--- config.mk ---
export PLATFORM = sky130hd
export DESIGN_NAME = branch_predictor
export DESIGN_NICKNAME = d
export VERILOG_FILES = /design/src/rtl/branch_pkg.sv /design/src/rtl/sat_ctr2.sv /design/src/rtl/branch_predictor.sv
export SDC_FILE = /design/constraint.sdc
export NUM_CORES = 1
export LEC_CHECK = 0
export BUFFER_PORTS_ARGS = -buffer_cell sky130_fd_sc_hd__buf_2
export CORE_ASPECT_RATIO = 1.1
export CORE_MARGIN = 2
export CORE_UTILIZATION = 47
export DETAILED_ROUTE_END_ITERATION = 7
export PLACE_DENSITY = 0.66
export SLEW_MARGIN = 20
export SYNTH_ARGS = -nofsm -noshare
export SYNTH_HDL_FRONTEND = slang
export SYNTH_HIERARCHICAL = 1
export SYNTH_SLANG_ARGS = --single-unit
--- constraint.sdc ---
create_clock -name clk -period 2.8 [get_ports clk]
set_input_delay 0.14 -clock clk [delete_from_list [all_inputs] [get_ports clk]]
set_output_delay 0.14 -clock clk [all_outputs]
set_load 0.01 [all_outputs]
--- src/rtl/branch_pkg.sv ---
// Shared types and constants for the branch predictor: counter encodings and BTB entry layout.
// Latency: n/a (declarations only).
// Backpressure: n/a.
package branch_pkg;

  localparam int PC_W  = 8;
  localparam int IDX_W = 3;
  localparam int CNT_W = 16;
  localparam int TAG_W = PC_W - IDX_W - 2;

  // 2-bit direction counter; the MSB is the taken/not-taken prediction.
  typedef enum logic [1:0] {
    SNT = 2'b00,
    WNT = 2'b01,
    WT  = 2'b10,
    ST  = 2'b11
  } ctr_e;

  localparam ctr_e CTR_INIT  = WNT;
  localparam ctr_e CTR_ALLOC = WT;

  typedef struct packed {
    logic             valid;
    logic [TAG_W-1:0] tag;
    logic [PC_W-1:0]  target;
    ctr_e             ctr;
  } btb_entry_t;

endpackage

--- src/rtl/sat_ctr2.sv ---
// Next state of a 2-bit saturating direction counter given the resolved direction.
// Latency: combinational, 0 cycles.
// Backpressure: none; pure function of its inputs.
//
// Ports:
//   ctr      current counter state
//   taken    resolved branch direction
//   ctr_next saturating increment when taken, saturating decrement otherwise
module sat_ctr2
  import branch_pkg::*;
(
  input  ctr_e ctr,
  input  logic taken,
  output ctr_e ctr_next
);

  always_comb begin
    ctr_next = ctr;
    case (ctr)
      SNT:     ctr_next = taken ? WNT : SNT;
      WNT:     ctr_next = taken ? WT  : SNT;
      WT:      ctr_next = taken ? ST  : WNT;
      ST:      ctr_next = taken ? ST  : WT;
      default: ctr_next = CTR_INIT;
    endcase
  end

endmodule

--- src/rtl/branch_predictor.sv ---
// Direct-mapped BTB with 2-bit direction counters, trained from ID-stage resolution, plus perf counters.
// Latency: lookup and mispredict are combinational (0 cycles); training/counters take effect next edge.
// Backpressure: stall freezes table and counters and masks mispredict; lookup stays live.
//
// Ports:
//   clk, reset                       clock, synchronous active-high reset
//   stall                            pipeline stall
//   fetch_pc -> pred_taken/target    IF-stage lookup
//   upd_*                            resolved branch from ID (pc, direction, target, carried prediction)
//   mispredict                       carried prediction disagrees with the resolution
//   branch_cnt, mispred_cnt          saturating performance counters
//
// The entry layout comes from branch_pkg, so PC_W/IDX_W must match the package values.
module branch_predictor
  import branch_pkg::*;
#(
  parameter int PC_W  = branch_pkg::PC_W,
  parameter int IDX_W = branch_pkg::IDX_W,
  parameter int CNT_W = branch_pkg::CNT_W
) (
  input  logic             clk,
  input  logic             reset,
  input  logic             stall,
  input  logic [PC_W-1:0]  fetch_pc,
  output logic             pred_taken,
  output logic [PC_W-1:0]  pred_target,
  input  logic             upd_valid,
  input  logic [PC_W-1:0]  upd_pc,
  input  logic             upd_taken,
  input  logic [PC_W-1:0]  upd_target,
  input  logic             upd_pred_taken,
  input  logic [PC_W-1:0]  upd_pred_target,
  output logic             mispredict,
  output logic [CNT_W-1:0] branch_cnt,
  output logic [CNT_W-1:0] mispred_cnt
);

  localparam int ENTRIES = 2 ** IDX_W;
  localparam int TAG_W   = PC_W - IDX_W - 2;

  btb_entry_t btb [ENTRIES];

  logic [IDX_W-1:0] fetch_idx, upd_idx;
  logic [TAG_W-1:0] fetch_tag, upd_tag;
  btb_entry_t       fetch_ent, upd_ent;
  logic             fetch_hit, upd_hit;
  logic             do_upd;
  ctr_e             ctr_next;

  // Word-aligned PCs: the two LSBs never reach the index or tag.
  logic unused_pc_lsbs;
  assign unused_pc_lsbs = ^{fetch_pc[1:0], upd_pc[1:0]};

  assign fetch_idx = fetch_pc[IDX_W+1:2];
  assign fetch_tag = fetch_pc[PC_W-1:IDX_W+2];
  assign upd_idx   = upd_pc[IDX_W+1:2];
  assign upd_tag   = upd_pc[PC_W-1:IDX_W+2];

  // Lookup reads the registered table, so a same-index update this cycle is not visible yet.
  assign fetch_ent = btb[fetch_idx];
  assign fetch_hit = fetch_ent.valid && (fetch_ent.tag == fetch_tag);

  assign pred_taken  = fetch_hit && fetch_ent.ctr[1];
  assign pred_target = pred_taken ? fetch_ent.target : fetch_pc + PC_W'(4);

  assign upd_ent = btb[upd_idx];
  assign upd_hit = upd_ent.valid && (upd_ent.tag == upd_tag);
  assign do_upd  = upd_valid && !stall;

  // A not-taken branch predicted not-taken is correct whatever the carried target was.
  assign mispredict = do_upd &&
                      ((upd_pred_taken != upd_taken) ||
                       (upd_taken && (upd_pred_target != upd_target)));

  sat_ctr2 u_sat_ctr2 (
    .ctr      (upd_ent.ctr),
    .taken    (upd_taken),
    .ctr_next (ctr_next)
  );

  always_ff @(posedge clk) begin
    if (reset) begin
      for (int i = 0; i < ENTRIES; i++) begin
        btb[i].valid  <= 1'b0;
        btb[i].tag    <= '0;
        btb[i].target <= '0;
        btb[i].ctr    <= CTR_INIT;
      end
      branch_cnt  <= '0;
      mispred_cnt <= '0;
    end else if (do_upd) begin
      if (upd_hit) begin
        btb[upd_idx].ctr <= ctr_next;
        if (upd_taken) begin
          btb[upd_idx].target <= upd_target;
        end
      end else if (upd_taken) begin
        // Miss on a taken branch replaces whatever occupied the slot.
        btb[upd_idx].valid  <= 1'b1;
        btb[upd_idx].tag    <= upd_tag;
        btb[upd_idx].target <= upd_target;
        btb[upd_idx].ctr    <= CTR_ALLOC;
      end

      if (branch_cnt != '1) begin
        branch_cnt <= branch_cnt + CNT_W'(1);
      end
      if (mispredict && (mispred_cnt != '1)) begin
        mispred_cnt <= mispred_cnt + CNT_W'(1);
      end
    end
  end

endmodule
* Word-level counts from Yosys, hierarchy flattened
Memories as Yosys holds them, arrays and structs flattened. Cells that the tools add are included.
Word-level totals: bits in registers 32, bits in latches 0, memory bits (writable) 112, bits in read-only memories 0, input port bits 38, word-level logic and storage cells 56, memories kept 1
Cells by class: add/sub/neg operators 3, $mul 0, divide/modulo/power cells 0, order comparisons 0, eq/ne operators 9, shift-type cells 0, muxes and demuxes 26, bitwise operators 2, reduce and logical (&&, ||, !) cells 13
Memories:
- btb | words 8, bits a word 14, read ports 2, clocked after memory_dff 0, write ports 8, RTL line branch_predictor.sv:41 | btb_entry_t btb [ENTRIES];
Operator list (count):
- $add 16x1->16 const B | 2
- $ne 16x16->1 const B | 2
- $mux 1 | 17
- $mux 8 | 2
- $mux 14 | 1
- $reduce_or 14->1 | 1
- $add 8x3->8 const B | 1
- $ne 8x8->1 | 1
- $pmux 2 s4 | 1
- $logic_and 1x1->1 | 7
- $eq 3x3->1 | 2
- $mux 2 | 3
- $mux 3 | 2
- $eq 2x2->1 const B | 2
- $reduce_and 2->1 | 2
- $eq 2x1->1 const B | 1
- $logic_not 2->1 | 1
- $or 1x1->1 | 2
- $logic_not 1->1 | 1
- $logic_or 1x1->1 | 1
- $ne 1x1->1 | 1

* Depth between registers and ports, before layout
An unclocked memory read counts as a cell.
word-level depth 10, mapped depth 11, mapped depth without buffers 8

* By module
The synthesis kept the hierarchy.
By module, submodules not included:
- branch_predictor | instances 1, cells an instance 647, area each 7310.8 µm², sequential area each 3923.8 µm²
- sat_ctr2 | instances 1, cells an instance 3, area each 26.3 µm², sequential area each 0.0 µm²

* Least setup slack after synthesis
Ideal clock, no wire load.
path type input to register, from input port upd_pc[3], to memory btb[3][1] (netlist bit), data pin, setup time 0.258 ns, data arrival time 2.258 ns, required time 2.542 ns, setup slack 0.284 ns, stages 8, path buffers 2, cell sequence buf_2 buf_1 mux4_2 mux2_2 maj3_2 mux2i_1 nand2b_4 nor2_1
RTL lines:
- start, declared | RTL line branch_predictor.sv:28 | input logic [PC_W-1:0] upd_pc,
- end, declared | RTL line branch_predictor.sv:41

==> run metrics <==
peak clock frequency supported by timing roughly 370 MHz; die footprint 16630 sq um; Max clock buf depth 2; Die Span Y 135.0 um; WP data arrival roughly 2600 ps; startpoint types register; most frequent CP cell mux2i_1; count leader, synth edfxtp_1; area of the core 15170 sq um; CTS root buf clkbuf_16; Crit. End Element output pin; WHS Endpoint btb[6][0]; Final setup viols 0; RSZ-0062 raised after global routing true; Syn Nets 691; DR WL/cell 18.96 um; min-delay worst type in -> reg; Synth top area share 0.4256; grt ovf 0; Tcrit/Tclk final 0.9745; number of synthesized flops with an enable pin 104; Tot Pwr ~5 mW; 1st-pass router iterations 5; initial antenna violation count 0; input/output buffers 77; largest cells by area after synthesis edfxtp_1 43%, dfxtp_1 11%, mux4_2 8.6%, nor2_1 4.1%, and3_1 3.6%; worst skew pair latency 420 ps; cell count after synthesis 650; antenna-violating nets left 0; top cells by instance count after synthesis 104 x edfxtp_1, 81 x nor2_1, 43 x nand2_1, 42 x and3_1, 40 x dfxtp_1; Hold Path Depth 2; H-tree Lvls 4; post-synth design cell area 7337 sq um; Slew @ Worst Pin 674.7 ps; largest net degree at the start of global routing 66; DR top layer met4; DR iter-0 viols about 550; HPWL after DPL 12490 um; R2R depth 6; Num CTS Buffers 17; sequential share of the synthesized area 0.5348; Die Wd about 120 um; Hold Crit Start reset; # clock sinks 144; Synth cell types 50; IO Count 80; share of layout cells above drive strength 1 0.2397; final hold violations 0; Worst-path clk slew 60 ps; power per cell area 583.1 nW/um^2; max incr delay on CP 510 ps; Slew headroom 0.5502; met1 wire length 7823 um; starting density of the core 0.4836; Max IR drop VDD 0.0004287 V; status finished, final reports clean; vias per cell 5.698; crit path time final 2728 ps; Critical Path, Cell by Cell mux4_2 > mux2i_2 > xor2_1 > and4_1 > buf_12 > mux2i_1 > mux2i_1 > buf_2; fin. max-slew vios 0; # DRC 0; Critical Path RT 2660 ps; GPL Wtd Cong 0.8829; Yosys reg bits 144; Antenna diodes 0; Std-Cell Rows 47; Ys Warns 6; total track usage 0.2258; worst reg-to-reg setup slack 110 ps; Crit Path Category reg -> out; FFs w/ async S/R, synth 0; max-cap violation count 0; WL met2 about 8700 um; # Post-CTS Setup Buffers 0; worst-case hold slack about 130 ps; global-route wire length before repair 28080 um; leading area contributor after synthesis edfxtp_1; synthesis-to-finish area growth 17.58%; DRT Wirelength 17960 um; reg2reg end btb[0][0]; clk_skew 5.915 ps; Leakage 3.342 nW; Synth Area per Inst 11.29 sq um; fin nets 779; Worst R2R Start btb[7][10]; CTS tree done; fill count 1272; CP Max Fanout 17; Vias 5396; vias in the first global route 5440; slowest CP cell mux4_2; met3 wire length 993 um; Main synth FF type edfxtp_1
## critical path, delay by kind of cell (launching register included)
kind,cells,cell delay [ps]
xor gates and xnor gates,1,150
buffers and inverters,2,330
DFF,1,430
muxes,4,1020
and+or+nand+nor,1,240
## cell usage in the layout (no fill, tap or decap), types with 4 or more instances in the layout
| cell | Yosys | final |
|---|---|---|
| dfxtp_1 | 40 | 40 |
| o21ai_0 | 15 | 15 |
| mux4_2 | 28 | 28 |
| buf_2 | 9 | 77 |
| xnor2_1 | 25 | 25 |
| o21bai_1 | 14 | 13 |
| nor3_1 | 9 | 9 |
| buf_4 | 0 | 28 |
| or2_2 | 4 | 4 |
| clkbuf_1 | 25 | 6 |
| inv_1 | 18 | 18 |
| nand2_1 | 43 | 43 |
| nand4_1 | 7 | 7 |
| nor2_1 | 81 | 81 |
| a31oi_1 | 6 | 6 |
| nand3_1 | 35 | 35 |
| clkbuf_16 | 0 | 17 |
| xor2_1 | 17 | 17 |
| and4_1 | 4 | 4 |
| a21oi_1 | 6 | 6 |
| nor4_1 | 8 | 7 |
| nor2b_1 | 5 | 5 |
| nand2b_1 | 19 | 19 |
| and3_1 | 42 | 42 |
| mux2i_1 | 19 | 18 |
| and2_1 | 24 | 24 |
| edfxtp_1 | 104 | 104 |
## per-stage QoR
step / worst slack [ps] / std cells / utilization / TNS [ps] / instance area [sq um]
after floorplan: 284.3 / 650 / - / 0 / 7337
after global placement: 194.1 / 915 / 0.5308 / 0 / 8054
after detailed placement: 168.7 / 915 / 0.5308 / 0 / 8054
after CTS: 25.33 / 947 / 0.5681 / 0 / 8620
after global routing: -12.48 / 947 / 0.5686 / -12.48 / 8627
final: 71.52 / 947 / 0.5686 / 0 / 8627
## layout make-up
type | instances | area (sq um) | share of cell area
Timing Repair Buffer | 106 | 615.6 | 0.07136
Tap cell | 196 | 245.2 | 0.02843
Sequential cell | 144 | 3924 | 0.4548
Multi-Input combinational cell | 449 | 3206 | 0.3716
Inverter | 20 | 75.07 | 0.008702
Clock inverter | 7 | 86.33 | 0.01001
Clock buffer | 25 | 475.5 | 0.05511
## kinds of logic after synthesis
group                    share of synthesized area
XOR/XNOR                                   0.05014
buffers and inverters                      0.03069
adder cells (fa/ha/maj)                   0.008186
flip-flops                                  0.5348
AO/OA/AOI/OAI                              0.05031
multiplexers                                0.1165
AND/OR/NAND/NOR                             0.2094
## where the power goes
| part | leakage [nW] | total (mW) | internal (mW) | switching, mW |
|---|---|---|---|---|
| Combinational | 1.73 | 0.464 | 0.196 | 0.269 |
| Clock | 0.273 | 2.17 | 1.35 | 0.820 |
| Sequential | 1.34 | 2.40 | 2.36 | 0.0333 |
| Total | 3.34 | 5.03 | 3.91 | 1.12 |
## timing repair
| item | in CTS | in global routing |
|---|---|---|
| endpoints found under the setup margin | 1 | 12 |
| resized for setup | 1 | 2 |
| hold buffers | 0 | 0 |
| pin swaps | 0 | 2 |
| hold endpoints to repair | 0 | 0 |
## routing by layer
layer	vias up	track usage
met3	33	0.04814
met4	0	0.09470
met5	-	0
met2	196	0.3626
met1	2635	0.2964
li1	2532	-
## worst max path at each step
stage                           from             end  slack [ps]
after floorplan            upd_pc[3]       btb[3][1]         280
after global placement     upd_pc[2]      btb[7][12]         190
after detailed placement   upd_pc[2]      btb[5][12]         170
after CTS                 btb[7][10]  pred_target[7]          30
after global routing      btb[6][10]  pred_target[4]         -10
final                     btb[7][10]  pred_target[4]          70
## sequential cells by signal, indices dropped and copies added (netlist names)
name	flops
branch_cnt	16
btb	112
mispred_cnt	16
Note: power is estimated with default switching activity, not from simulation.
